[config.mk]
export PLATFORM = sky130hd
export DESIGN_NAME = rect_fill_engine
export DESIGN_NICKNAME = d
export VERILOG_FILES = /design/src/rtl/vga_pkg.sv /design/src/rtl/rect_cmd_fifo.sv /design/src/rtl/rect_fill_engine.sv
export SDC_FILE = /design/constraint.sdc
export NUM_CORES = 1
export LEC_CHECK = 0
export CAP_MARGIN = 25
export CORE_MARGIN = 2
export CORE_UTILIZATION = 50
export CTS_BUF_LIST = sky130_fd_sc_hd__clkbuf_8
export DETAILED_ROUTE_END_ITERATION = 8
export PLACE_DENSITY = 0.68
export SLEW_MARGIN = 20
export SYNTH_ARGS = -nofsm -noshare
export SYNTH_HDL_FRONTEND = slang
export SYNTH_SLANG_ARGS = --single-unit
[constraint.sdc]
create_clock -name iclk -period 7.85 [get_ports iclk]
set_input_delay 1.1775 -clock iclk [delete_from_list [all_inputs] [get_ports iclk]]
set_output_delay 1.1775 -clock iclk [all_outputs]
set_load 0.03 [all_outputs]
[src/rtl/vga_pkg.sv]
// Shared VGA framebuffer geometry and the fill-engine FSM encoding.
package vga_pkg;

  localparam int unsigned VGA_ADDR_WIDTH = 19;
  localparam int unsigned H_PHY_WIDTH    = 10;
  localparam int unsigned V_PHY_WIDTH    = 9;
  localparam int unsigned H_PHY_MAX      = 639;
  localparam int unsigned V_PHY_MAX      = 479;
  localparam int unsigned COLOR_ID_WIDTH = 8;

  typedef logic [1:0] fsm_state_t;

  localparam fsm_state_t ST_IDLE = 2'd0;
  localparam fsm_state_t ST_LOAD = 2'd1;
  localparam fsm_state_t ST_FILL = 2'd2;

endpackage

[src/rtl/rect_cmd_fifo.sv]
// Synchronous command queue; full/empty derived from an occupancy count.
// DEPTH must be a power of two (pointers wrap naturally).
module rect_cmd_fifo #(
  parameter int unsigned WIDTH = 8,
  parameter int unsigned DEPTH = 4
) (
  input  logic             clk,
  input  logic             rst,
  input  logic             push,
  input  logic             pop,
  input  logic [WIDTH-1:0] wdata,
  output logic [WIDTH-1:0] rdata,
  output logic             full,
  output logic             empty
);

  localparam int unsigned PTR_W = (DEPTH > 1) ? $clog2(DEPTH) : 1;

  logic [WIDTH-1:0] mem [DEPTH];
  logic [PTR_W-1:0] wr_ptr_q;
  logic [PTR_W-1:0] rd_ptr_q;
  logic [PTR_W:0]   count_q;
  logic             do_push;
  logic             do_pop;

  assign full    = (count_q == (PTR_W+1)'(DEPTH));
  assign empty   = (count_q == '0);
  assign do_push = push && !full;
  assign do_pop  = pop && !empty;
  assign rdata   = mem[rd_ptr_q];

  // Storage needs no reset; validity is tracked by the count.
  always_ff @(posedge clk) begin
    if (do_push) mem[wr_ptr_q] <= wdata;
  end

  // Pointers and occupancy; push+pop together leaves the count unchanged.
  always_ff @(posedge clk or posedge rst) begin
    if (rst) begin
      wr_ptr_q <= '0;
      rd_ptr_q <= '0;
      count_q  <= '0;
    end else begin
      if (do_push) wr_ptr_q <= wr_ptr_q + 1'b1;
      if (do_pop)  rd_ptr_q <= rd_ptr_q + 1'b1;
      case ({do_push, do_pop})
        2'b10:   count_q <= count_q + 1'b1;
        2'b01:   count_q <= count_q - 1'b1;
        default: count_q <= count_q;
      endcase
    end
  end

endmodule

[src/rtl/rect_fill_engine.sv]
// Rectangle fill engine: queues rectangle commands and rasterises each one
// into framebuffer writes, one pixel per cycle, with incremental addressing.
// Optional macro RECT_FILL_CLIP_EN clips rectangles to the visible area.
module rect_fill_engine #(
  parameter int unsigned VGA_ADDR_WIDTH = vga_pkg::VGA_ADDR_WIDTH,
  parameter int unsigned H_PHY_WIDTH    = vga_pkg::H_PHY_WIDTH,
  parameter int unsigned V_PHY_WIDTH    = vga_pkg::V_PHY_WIDTH,
  parameter int unsigned H_PHY_MAX      = vga_pkg::H_PHY_MAX,
  parameter int unsigned V_PHY_MAX      = vga_pkg::V_PHY_MAX,
  parameter int unsigned COLOR_ID_WIDTH = vga_pkg::COLOR_ID_WIDTH,
  parameter int unsigned CMD_FIFO_DEPTH = 4
) (
  input  logic                      iclk,
  input  logic                      irst,
  input  logic                      icmd_valid,
  output logic                      ocmd_ready,
  input  logic [H_PHY_WIDTH-1:0]    itlx,
  input  logic [V_PHY_WIDTH-1:0]    itly,
  input  logic [H_PHY_WIDTH-1:0]    ibrx,
  input  logic [V_PHY_WIDTH-1:0]    ibry,
  input  logic [COLOR_ID_WIDTH-1:0] icolor,
  output logic                      owren,
  output logic [VGA_ADDR_WIDTH-1:0] oaddr,
  output logic [COLOR_ID_WIDTH-1:0] odata,
  output logic                      obusy,
  output logic                      odone
);

  import vga_pkg::*;

  localparam int unsigned CMD_W = 2 * H_PHY_WIDTH + 2 * V_PHY_WIDTH + COLOR_ID_WIDTH;
  localparam logic [VGA_ADDR_WIDTH-1:0] ROW_STRIDE = VGA_ADDR_WIDTH'(H_PHY_MAX + 1);
`ifdef RECT_FILL_CLIP_EN
  localparam logic [H_PHY_WIDTH-1:0] H_MAX = H_PHY_WIDTH'(H_PHY_MAX);
  localparam logic [V_PHY_WIDTH-1:0] V_MAX = V_PHY_WIDTH'(V_PHY_MAX);
`endif

  fsm_state_t state_q, state_d;

  logic                      push, pop, fifo_full, fifo_empty, queue_pending;
  logic [CMD_W-1:0]          wcmd, rcmd;
  logic [H_PHY_WIDTH-1:0]    h_tlx, h_brx, eff_brx;
  logic [V_PHY_WIDTH-1:0]    h_tly, h_bry, eff_bry;
  logic [COLOR_ID_WIDTH-1:0] h_color;
  logic                      degenerate;
  logic [VGA_ADDR_WIDTH-1:0] load_base;

  logic [H_PHY_WIDTH-1:0]    tlx_q, brx_q, x_q;
  logic [V_PHY_WIDTH-1:0]    bry_q, y_q;
  logic [VGA_ADDR_WIDTH-1:0] row_base_q, pix_addr_q, last_addr_q;
  logic [COLOR_ID_WIDTH-1:0] color_q, last_data_q;
  logic                      done_q;
  logic                      last_x, last_pixel;

  assign ocmd_ready = !fifo_full;
  assign push       = icmd_valid && ocmd_ready;
  assign pop        = (state_q == ST_LOAD);
  assign wcmd       = {itlx, itly, ibrx, ibry, icolor};
  assign {h_tlx, h_tly, h_brx, h_bry, h_color} = rcmd;

  rect_cmd_fifo #(
    .WIDTH (CMD_W),
    .DEPTH (CMD_FIFO_DEPTH)
  ) u_cmd_fifo (
    .clk   (iclk),
    .rst   (irst),
    .push  (push),
    .pop   (pop),
    .wdata (wcmd),
    .rdata (rcmd),
    .full  (fifo_full),
    .empty (fifo_empty)
  );

  // Counting an in-flight push lets an idle engine start the very next cycle.
  assign queue_pending = !fifo_empty || push;
  assign last_x        = (x_q == brx_q);
  assign last_pixel    = last_x && (y_q == bry_q);

  // Head-of-queue decode for LOAD: bounds, degeneracy and first-row base address.
  always_comb begin
    eff_brx    = h_brx;
    eff_bry    = h_bry;
`ifdef RECT_FILL_CLIP_EN
    if (h_brx > H_MAX) eff_brx = H_MAX;
    if (h_bry > V_MAX) eff_bry = V_MAX;
    degenerate = (h_tlx > H_MAX) || (h_tly > V_MAX) || (h_tlx > eff_brx) || (h_tly > eff_bry);
`else
    degenerate = (h_tlx > h_brx) || (h_tly > h_bry);
`endif
    load_base  = VGA_ADDR_WIDTH'(h_tly) * ROW_STRIDE + VGA_ADDR_WIDTH'(h_tlx);
  end

  // Next-state logic: IDLE -> LOAD -> FILL -> LOAD/IDLE.
  always_comb begin
    state_d = state_q;
    case (state_q)
      ST_IDLE: if (queue_pending) state_d = ST_LOAD;
      ST_LOAD: state_d = degenerate ? ST_IDLE : ST_FILL;
      ST_FILL: if (last_pixel) state_d = queue_pending ? ST_LOAD : ST_IDLE;
      default: state_d = ST_IDLE;
    endcase
  end

  // State register and raster datapath; reset abandons any fill in progress.
  always_ff @(posedge iclk or posedge irst) begin
    if (irst) begin
      state_q     <= ST_IDLE;
      tlx_q       <= '0;
      brx_q       <= '0;
      bry_q       <= '0;
      x_q         <= '0;
      y_q         <= '0;
      row_base_q  <= '0;
      pix_addr_q  <= '0;
      color_q     <= '0;
      last_addr_q <= '0;
      last_data_q <= '0;
      done_q      <= 1'b0;
    end else begin
      state_q <= state_d;
      done_q  <= 1'b0;
      if (state_q == ST_LOAD) begin
        tlx_q      <= h_tlx;
        brx_q      <= eff_brx;
        bry_q      <= eff_bry;
        x_q        <= h_tlx;
        y_q        <= h_tly;
        row_base_q <= load_base;
        pix_addr_q <= load_base;
        color_q    <= h_color;
        done_q     <= degenerate;
      end else if (state_q == ST_FILL) begin
        last_addr_q <= pix_addr_q;
        last_data_q <= color_q;
        if (!last_x) begin
          x_q        <= x_q + 1'b1;
          pix_addr_q <= pix_addr_q + 1'b1;
        end else if (!last_pixel) begin
          x_q        <= tlx_q;
          y_q        <= y_q + 1'b1;
          row_base_q <= row_base_q + ROW_STRIDE;
          pix_addr_q <= row_base_q + ROW_STRIDE;
        end else begin
          done_q <= 1'b1;
        end
      end
    end
  end

  // Outputs hold the last written address/colour whenever no write is issued.
  assign owren = (state_q == ST_FILL);
  assign oaddr = owren ? pix_addr_q : last_addr_q;
  assign odata = owren ? color_q : last_data_q;
  assign obusy = (state_q != ST_IDLE) || !fifo_empty;
  assign odone = done_q;

endmodule

; ---- Word level (Yosys, flattened, before mapping)
; Memory sizes are Yosys's and may differ from the RTL's.
; Cells that the tools add are included.
[classes]
eq_ne = 11
n_reduce_logical = 18
order_cmp = 2
n_addsub = 9
mux = 29
multipliers = 1
[op_table]
columns = operator, n
row1 = two-way mux 19 bit, 8
row2 = two-way mux 10 bit, 4
row3 = two-way mux 9 bit, 4
row4 = "adder 19 x 1 -> 19 bit, second input constant", 1
row5 = adder 19 x 10 -> 19 bit, 1
row6 = "adder 19 x 10 -> 19 bit, second input constant", 1
row7 = "multiplier 9 x 3 -> 12 bit, second input constant", 1
row8 = "adder 10 x 1 -> 10 bit, second input constant", 1
row9 = equality test 10 bit, 1
row10 = greater-than comparator 10 bit, 1
row11 = "adder 9 x 1 -> 9 bit, second input constant", 1
row12 = equality test 9 bit, 1
row13 = greater-than comparator 9 bit, 1
row14 = two-way mux 8 bit, 1
row15 = nonzero test 2 bit, 4
row16 = two-way mux 1 bit, 7
row17 = two-way mux 2 bit, 3
row18 = one-hot mux 2 bit (3 select lines), 1
row19 = one-hot mux 3 bit (2 select lines), 1
row20 = "adder 2 x 1 -> 2 bit, second input constant", 2
row21 = "equality test 2 x 1 -> 1 bit, second input constant", 2
row22 = "equality test 2 bit, second input constant", 2
row23 = logical AND 1 bit, 4
row24 = "inequality test 2 x 1 -> 1 bit, second input constant", 2
row25 = 11 further kinds, 15
[totals]
in_bits = 49
word_cells = 86
memories = 1
ramBits = 184
reg_bits = 131
[mem_list]
columns = name, words, width, read_ports, rd_clocked_by_memory_dff, wr, line_no
row1 = u_cmd_fifo.mem, 4, 46, 1, 0, 1, rect_cmd_fifo.sv:19  ; logic [WIDTH-1:0] mem [DEPTH];

; ---- Depth between registers and ports, before layout
; Gate-level depths: netlist of the first run.
[depth]
depth_word = 7
depth_mapped = 13
ltp_nobuf = 11

; ---- By module
; Synthesis of the first run repeated with hierarchy kept, for this count alone.
[hier_totals]
hier_cells = 1074
hier_area_um2 = 14831.7
[modules_own_cells]
columns = mod, cells_each, area_each_um2, n_inst
row1 = rect_fill_engine, 796, 7772.5, 1
row2 = rect_cmd_fifo, 278, 7059.3, 1

; ---- Least setup slack after synthesis of the first run
; Ideal clock, no wire load.
[synth_path]
path_kind = register -> register
start = register u_cmd_fifo.rd_ptr_q[0]
end = register pix_addr_q[14]
path_buffers = 2
setup_time_ns = 0.126
arrival_time_ns = 3.575
stages_incl_launch_ff = 13
slack_ns = 4.149
cell_sequence = dfrtp_1 buf_2 buf_2 mux4_2 ha_1 ha_1 xnor2_1 or2_2 nor4_4 xnor2_1 nor2_1 o31a_1 o32a_1
[synth_between]
elab_chain_cells = 4
[synth_rtl]
columns = element, line_no
row1 = "start, declared", rect_cmd_fifo.sv:21  ; logic [PTR_W-1:0] rd_ptr_q;
row2 = "start signal, assigned", rect_cmd_fifo.sv:45  ; if (do_pop) rd_ptr_q <= rd_ptr_q + 1'b1;
row3 = memory (4 x 46 bit) *, -
row4 = multiplier 9 x 3 -> 12 bit, rect_fill_engine.sv:91  ; load_base = VGA_ADDR_WIDTH'(h_tly) * ROW_STRIDE + VGA_ADDR_WIDTH'(h_tlx);
row5 = adder 19 x 10 -> 19 bit *, rect_fill_engine.sv:91
row6 = two-way mux 19 bit *, rect_fill_engine.sv:123  ; if (state_q == ST_LOAD) begin
row7 = "end signal, assigned", rect_fill_engine.sv:130  ; pix_addr_q <= load_base;
row8 = "end signal, assigned", rect_fill_engine.sv:138  ; pix_addr_q <= pix_addr_q + 1'b1;
row9 = "end signal, assigned", rect_fill_engine.sv:143  ; pix_addr_q <= row_base_q + ROW_STRIDE;
row10 = "end, declared", rect_fill_engine.sv:50  ; logic [VGA_ADDR_WIDTH-1:0] row_base_q, pix_addr_q, last_addr_q;
; Every way passes the cells marked *; elsewhere a longest branch is shown, timed or not.
; A chain may end at the register's enable or synchronous reset.

; ---- Final worst setup path of the first run
; Ends and elaborated chain as after synthesis.

==> impl_metrics.json, run 1 <==
{
  "crit_required_ps": 8310,
  "fin_crit_ps": 4580,
  "async_reset_ff_share_pct": 41.6,
  "yosysUniqueCellTypes": 65,
  "core_area_mm2": 0.0294,
  "path_clk_slew_ps": 60,
  "syn_inst": 1076,
  "fmax_mhz": 219,
  "antenna_cells": 0,
  "vias_per_cell": 5.54,
  "drv_slew": 0,
  "grt_setup_unrepaired": "no",
  "leakage_nw": 6.47,
  "die_area_mm2": 0.0310,
  "ys_ff_latch": 315,
  "place_inst": 1510,
  "die_y_um": 176,
  "initial_core_util_pct": 50.4,
  "dr_total_vias": 8874,
  "netlist_top_cells_count": "edfxtp_1, dfrtp_1, mux2_2",
  "cp.arrival_ps": 5030,
  "cts_resized": 0,
  "io_pins": 80,
  "chipWidth_um": 176,
  "hold_viol": 0,
  "yosysTopAreaCell": "edfxtp_1",
  "relSlewSlack_pct": 45.7,
  "drt_iter0_drc": 697,
  "cts_max_level": 2,
  "startpoint_type": "flip-flop",
  "fin_tns_setup_ps": 0,
  "yosys.area.top_type_share_pct": 37.3,
  "syn_area_per_cell_um2": 13.8,
  "cts_tree": "done",
  "finalSetupViolations": 0,
  "wl_um": 29200,
  "status": "finished clean",
  "root_buffer": "clkbuf_8",
  "drc": 0,
  "post-route-period-util_pct": 58.3,
  "final_area_mm2": 0.0170,
  "crit_fanout": 25,
  "cts_sinks": 315,
  "powerDensity_mw_per_mm2": 466,
  "numPortBuffers": 79,
  "grt_use_total_pct": 19.3,
  "yosysSeqAreaShare_pct": 59.5,
  "antenna_found_initial": 0,
  "numCtsBuffers": 50,
  "wl_per_cell_um": 18.2,
  "synthTopCellsByArea": "edfxtp_1, dfrtp_1, mux4_2, mux2_2, ha_1",
  "drive_above_1_share_pct": 19.0,
  "grt_max_degree": 76,
  "tightestPinTransition_ps": 814,
  "yosys_warnings": 0,
  "cts.path.max_buffers": 3,
  "ys.flop_type": "edfxtp_1",
  "holdBufCountCts": 0,
  "syn-cell-area_mm2": 0.0148,
  "hold_class": "reg -> reg",
  "setup.worst_path.end_class": "flip-flop",
  "ir_worst_vdd_v": 0.000198,
  "num_rows": 63,
  "stdcell_count": 1603,
  "nets": 1274,
  "fin_skew_ps": 18.1,
  "worstSkewPairLatency_ps": 580,
  "gp_congestion": 0.822,
  "drv_cap": 0,
  "grt_pass1_wl_um": 47500,
  "grt_pass1_vias": 8947,
  "synth.most_common_cell": "edfxtp_1",
  "areaGrowthSynthToFinish_pct": 14.6,
  "placed_cell_area_mm2": 0.0160,
  "detail-route-antenna-nets": 0,
  "path_class": "reg -> reg",
  "grt_remaining_overflow": 0,
  "synth_edf_count": 184,
  "post-cts-setup-buffers": 0,
  "place_hpwl_um": 18600,
  "utilization_pct": 57.7,
  "dr.pass1.iters": 5,
  "synth_nets": 1177
}
==> cells in the final DEF (no fill, tap or decap), types with 15 or more instances in the layout <==
| cell | count |
|---|---|
| dfrtp_1 | 129 |
| clkdlybuf4s50_1 | 79 |
| a21oi_1 | 63 |
| inv_1 | 63 |
| ha_1 | 48 |
| o21a_1 | 18 |
| o21ai_0 | 39 |
| nor2_1 | 63 |
| mux4_2 | 46 |
| nand3_1 | 15 |
| clkbuf_8 | 60 |
| nand2_1 | 63 |
| xor2_1 | 32 |
| edfxtp_1 | 184 |
| nand4_1 | 16 |
| xnor2_1 | 35 |
| mux2_2 | 82 |
==> metal layers <==
layer  vias to the layer above  track usage (%)  part of all wire, %
li1                       4222                -                    -
met1                      4412             27.6                   47
met2                       207             31.2                   47
met3                        33             3.32                  4.6
met4                         0             4.79                  1.4
met5                         -                0                    0
==> cell families (layout without fill, tap and decap cells) <==
kind of cell | after synthesis | count (layout) | share of synthesized area [%]
compound gates | 192 | 192 | 8.16
xor+xnor | 67 | 67 | 3.96
fa+ha+maj | 52 | 52 | 4.55
buf+inv | 102 | 239 | 3.08
flops | 315 | 315 | 59.5
mux | 138 | 138 | 13.9
simple gates | 210 | 210 | 6.88
==> final timing paths <==
kind | from | end | slack (ps) | depth (start not counted)
worst min register to register | color_q[0] | color_q[0] | 500 | 1
max in group asynchronous | irst | x_q[9] | 5750 | 4
min in group asynchronous | irst | last_addr_q[16] | 1050 | 2
worst min-delay path | color_q[0] | color_q[0] | 500 | 1
worst max register to register | u_cmd_fifo.rd_ptr_q[0] | pix_addr_q[14] | 3270 | 12
worst max-delay path | u_cmd_fifo.rd_ptr_q[0] | pix_addr_q[14] | 3270 | 12
==> metrics by stage <==
step / setup WS (ps) / hold WS (ps) / power (mW)
floorplan: 3170 / 475 / 5.67
global placement: 3200 / 485 / 6.54
detailed placement: 3190 / 493 / 6.62
CTS: 3190 / 507 / 7.98
global route: 2940 / 521 / 8.52
finish: 3270 / 501 / 7.91
==> worst max-delay path, stage by stage (launching register included) <==
cell	delay (ps)
dfrtp_2	890
buf_4	550
mux4_2	630
ha_1	210
ha_1	210
fa_1	400
xnor2_1	170
or2_2	340
nor4_4	290
xnor2_1	170
nor2_1	90
o31a_1	300
o32a_1	160
==> state kept, by name, indices dropped and copies added, names as in the netlist, 3 cells and up <==
register / count
last_addr_q: 19
tlx_q: 10
y_q: 9
bry_q: 9
x_q: 10
u_cmd_fifo.count_q: 3
row_base_q: 19
last_data_q: 8
color_q: 8
pix_addr_q: 19
u_cmd_fifo.mem: 184
brx_q: 10
==> layout make-up <==
cell class	instances	area, um2
well taps	390	488
repair buffers	94	923
flip-flops and latches	315	8810
fillers	2329	12400
multi-input cells	659	5560
inverters	53	204
clock buffers	60	826
clock inverters	32	153
==> where the power goes <==
| group | switching [mW] | internal [mW] | leakage [nW] | total [mW] |
|---|---|---|---|---|
| clock network | 0.634 | 0.696 | 0.551 | 1.33 |
| registers | 0.403 | 2.33 | 3.24 | 2.73 |
| logic | 2.10 | 1.75 | 2.68 | 3.85 |
| total | 3.13 | 4.77 | 6.47 | 7.91 |
No activity file was read; power rests on OpenSTA's default activity.
==> inputs of run 2 (changes only) <==
PLACE_DENSITY = 0.71   (was 0.68)
clock period = 4 ns   (was 7.85 ns; I/O delays follow)
==> run 2 against run 1 <==
Against the previous run: sequential share of layout area decreased by 0.27 points; first-iteration DRC count down 8.9%; sequential cell count is the same; cell count up 0.44%; setup slack lost 3000 ps; clock power is 100% higher; combinational power up 100%; clock-buffer cell count decreased by 1; clock skew about the same; critical path type unchanged; largest cell class unchanged; highest routed layer unchanged.
==> impl_metrics.json, run 2 (synthesis results as in run 1) <==
{
  "placed_cell_area_mm2": 0.0160,
  "p_comb_share_pct": 49.1,
  "cp.arrival_ps": 4190,
  "p_sw_share_pct": 39.3,
  "cp_top_family": "adder cells",
  "grt_remaining_overflow": 0,
  "crit_buf_inv": 0,
  "place_ws_ps": 241,
  "total_power_mw": 15.7,
  "hold_start": "last_data_q[0]",
  "grt_pass1_wl_um": 47600,
  "drc": 0,
  "root_buffer": "clkbuf_8",
  "chipWidth_um": 176,
  "drv_slew": 0,
  "cts.path.max_buffers": 3,
  "finalSetupViolations": 0,
  "dr_total_vias": 8965,
  "leakage_nw": 6.52,
  "post-route-period-util_pct": 93.7,
  "initial_core_util_pct": 50.4,
  "place_hpwl_um": 19300,
  "largest-register": "u_cmd_fifo.mem",
  "relSlewSlack_pct": 41.6,
  "register_area_mm2": 0.00881,
  "path_class": "reg -> reg",
  "grt_pass1_vias": 9045,
  "numCtsBuffers": 50,
  "hold_viol": 0,
  "most-common-layout-cells": "edfxtp_1, dfrtp_1, mux2_2, clkdlybuf4s50_1, inv_1",
  "fin_skew_ps": 18.1,
  "die_area_mm2": 0.0310,
  "vias_per_cell": 5.57,
  "wl_per_cell_um": 18.1,
  "p_sw_mw": 6.16,
  "stdcell_count": 1610,
  "utilization_pct": 58.0,
  "core_area_mm2": 0.0294,
  "drt_iter0_drc": 635,
  "worstSkewPairLatency_ps": 570,
  "antenna_cells": 0,
  "wl_um": 29200,
  "drive_above_1_share_pct": 19.3,
  "startpoint_type": "flip-flop",
  "critPathMaxStageDelay_ps": 600,
  "reg2reg_to": "pix_addr_q[14]",
  "fmax_mhz": 267,
  "ir_worst_vdd_v": 0.000454,
  "post-cts-setup-buffers": 0,
  "reg2reg_depth": 11,
  "holdPathEnd": "last_data_q[0]",
  "io_pins": 80,
  "cts_sinks": 315,
  "areaGrowthSynthToFinish_pct": 15.2,
  "numPortBuffers": 79,
  "dr.pass1.iters": 7,
  "grt_max_degree": 67,
  "fin_tns_setup_ps": 0,
  "fill_cells": 2329,
  "holdWs_ps": 500,
  "crit_required_ps": 4440,
  "nets": 1280,
  "tightestPinTransition_ps": 873,
  "detail-route-antenna-nets": 0,
  "grt_use_total_pct": 19.4,
  "p_int_mw": 9.53,
  "cts_resized": 0,
  "die_y_um": 176,
  "power_frac_seq_pct": 33.6,
  "layout.cells.most_common": "edfxtp_1",
  "setup_ws_ps": 250,
  "r2r-start": "u_cmd_fifo.rd_ptr_q[0]",
  "path_clk_slew_ps": 60,
  "slowest_stage": "mux4_2",
  "powerDensity_mw_per_mm2": 920,
  "place_inst": 1517,
  "hold_path_depth": 1,
  "crit_chain": "mux4_2 -> ha_1 -> ha_1 -> fa_1 -> xnor2_1 -> or2_2 -> nor4_4 -> xnor2_1 -> nor2_1 -> o31a_1 -> o32a_1",
  "fin_crit_ps": 3750,
  "crit_fanout": 8,
  "num_rows": 63,
  "gp_congestion": 0.798,
  "drv_cap": 0,
  "antenna_found_initial": 0,
  "rrSetupSlack_ps": 250,
  "cts_tree": "done",
  "largest_reg_flops": 184,
  "setup.worst_path.end_class": "flip-flop",
  "multi_input_area_mm2": 0.00556,
  "holdBufCountCts": 0,
  "grt_setup_unrepaired": "no",
  "cts_max_level": 2,
  "status": "finished clean",
  "hold_class": "reg -> reg",
  "clkPwrFrac_pct": 17.3,
  "final_area_mm2": 0.0171
}
[run 2: cell types whose count changed in the layout (fill, tap and decap cells not counted), sizes merged]
| cell | delta |
|---|---|
| inv | +4 |
| clkbuf | -1 |
| clkinvlp | +1 |
| clkinv | -5 |
| buf | +6 |
| bufinv | +2 |
[run 2: power by group through the flow]
stage / clock (mW) / sequential, mW / combinational, mW
final: 2.72 / 5.27 / 7.70
after global routing: 2.94 / 5.41 / 8.57
after CTS: 2.80 / 5.28 / 7.78
after detailed placement: 0 / 5.34 / 7.75
after global placement: 0 / 5.28 / 7.60
after floorplan: 0 / 5.09 / 6.04
[run 2: worst max-delay path by stage]
stage                                start              to  slack, ps  cells past startpoint
global route        u_cmd_fifo.rd_ptr_q[0]  pix_addr_q[16]         50                     11
finish              u_cmd_fifo.rd_ptr_q[0]  pix_addr_q[14]        250                     11
global placement    u_cmd_fifo.rd_ptr_q[0]  pix_addr_q[14]        280                     11
detailed placement  u_cmd_fifo.rd_ptr_q[0]  pix_addr_q[14]        240                     11
floorplan           u_cmd_fifo.rd_ptr_q[0]  pix_addr_q[14]        300                     12
CTS                 u_cmd_fifo.rd_ptr_q[0]  pix_addr_q[14]        240                     11
[run 2: routing by layer]
layer  routed length [um]  global-route usage (%)  up-vias  share of wire (%)
li1                     -                       -     4229                  -
met1                13100                    26.9     4479                 45
met2                14100                    32.0      209                 48
met3                 1390                    3.19       48                4.8
met4                  563                    5.27        0                1.9
met5                    0                       0        -                  0
[run 2: cell type report]
cell class	count	area share [%]
sequential	315	51.6
multi-input combinational	659	32.6
timing repair buffer	100	5.71
clock buffer	59	4.76
tap	390	2.86
clock inverter	34	1.21
inverter	53	1.19
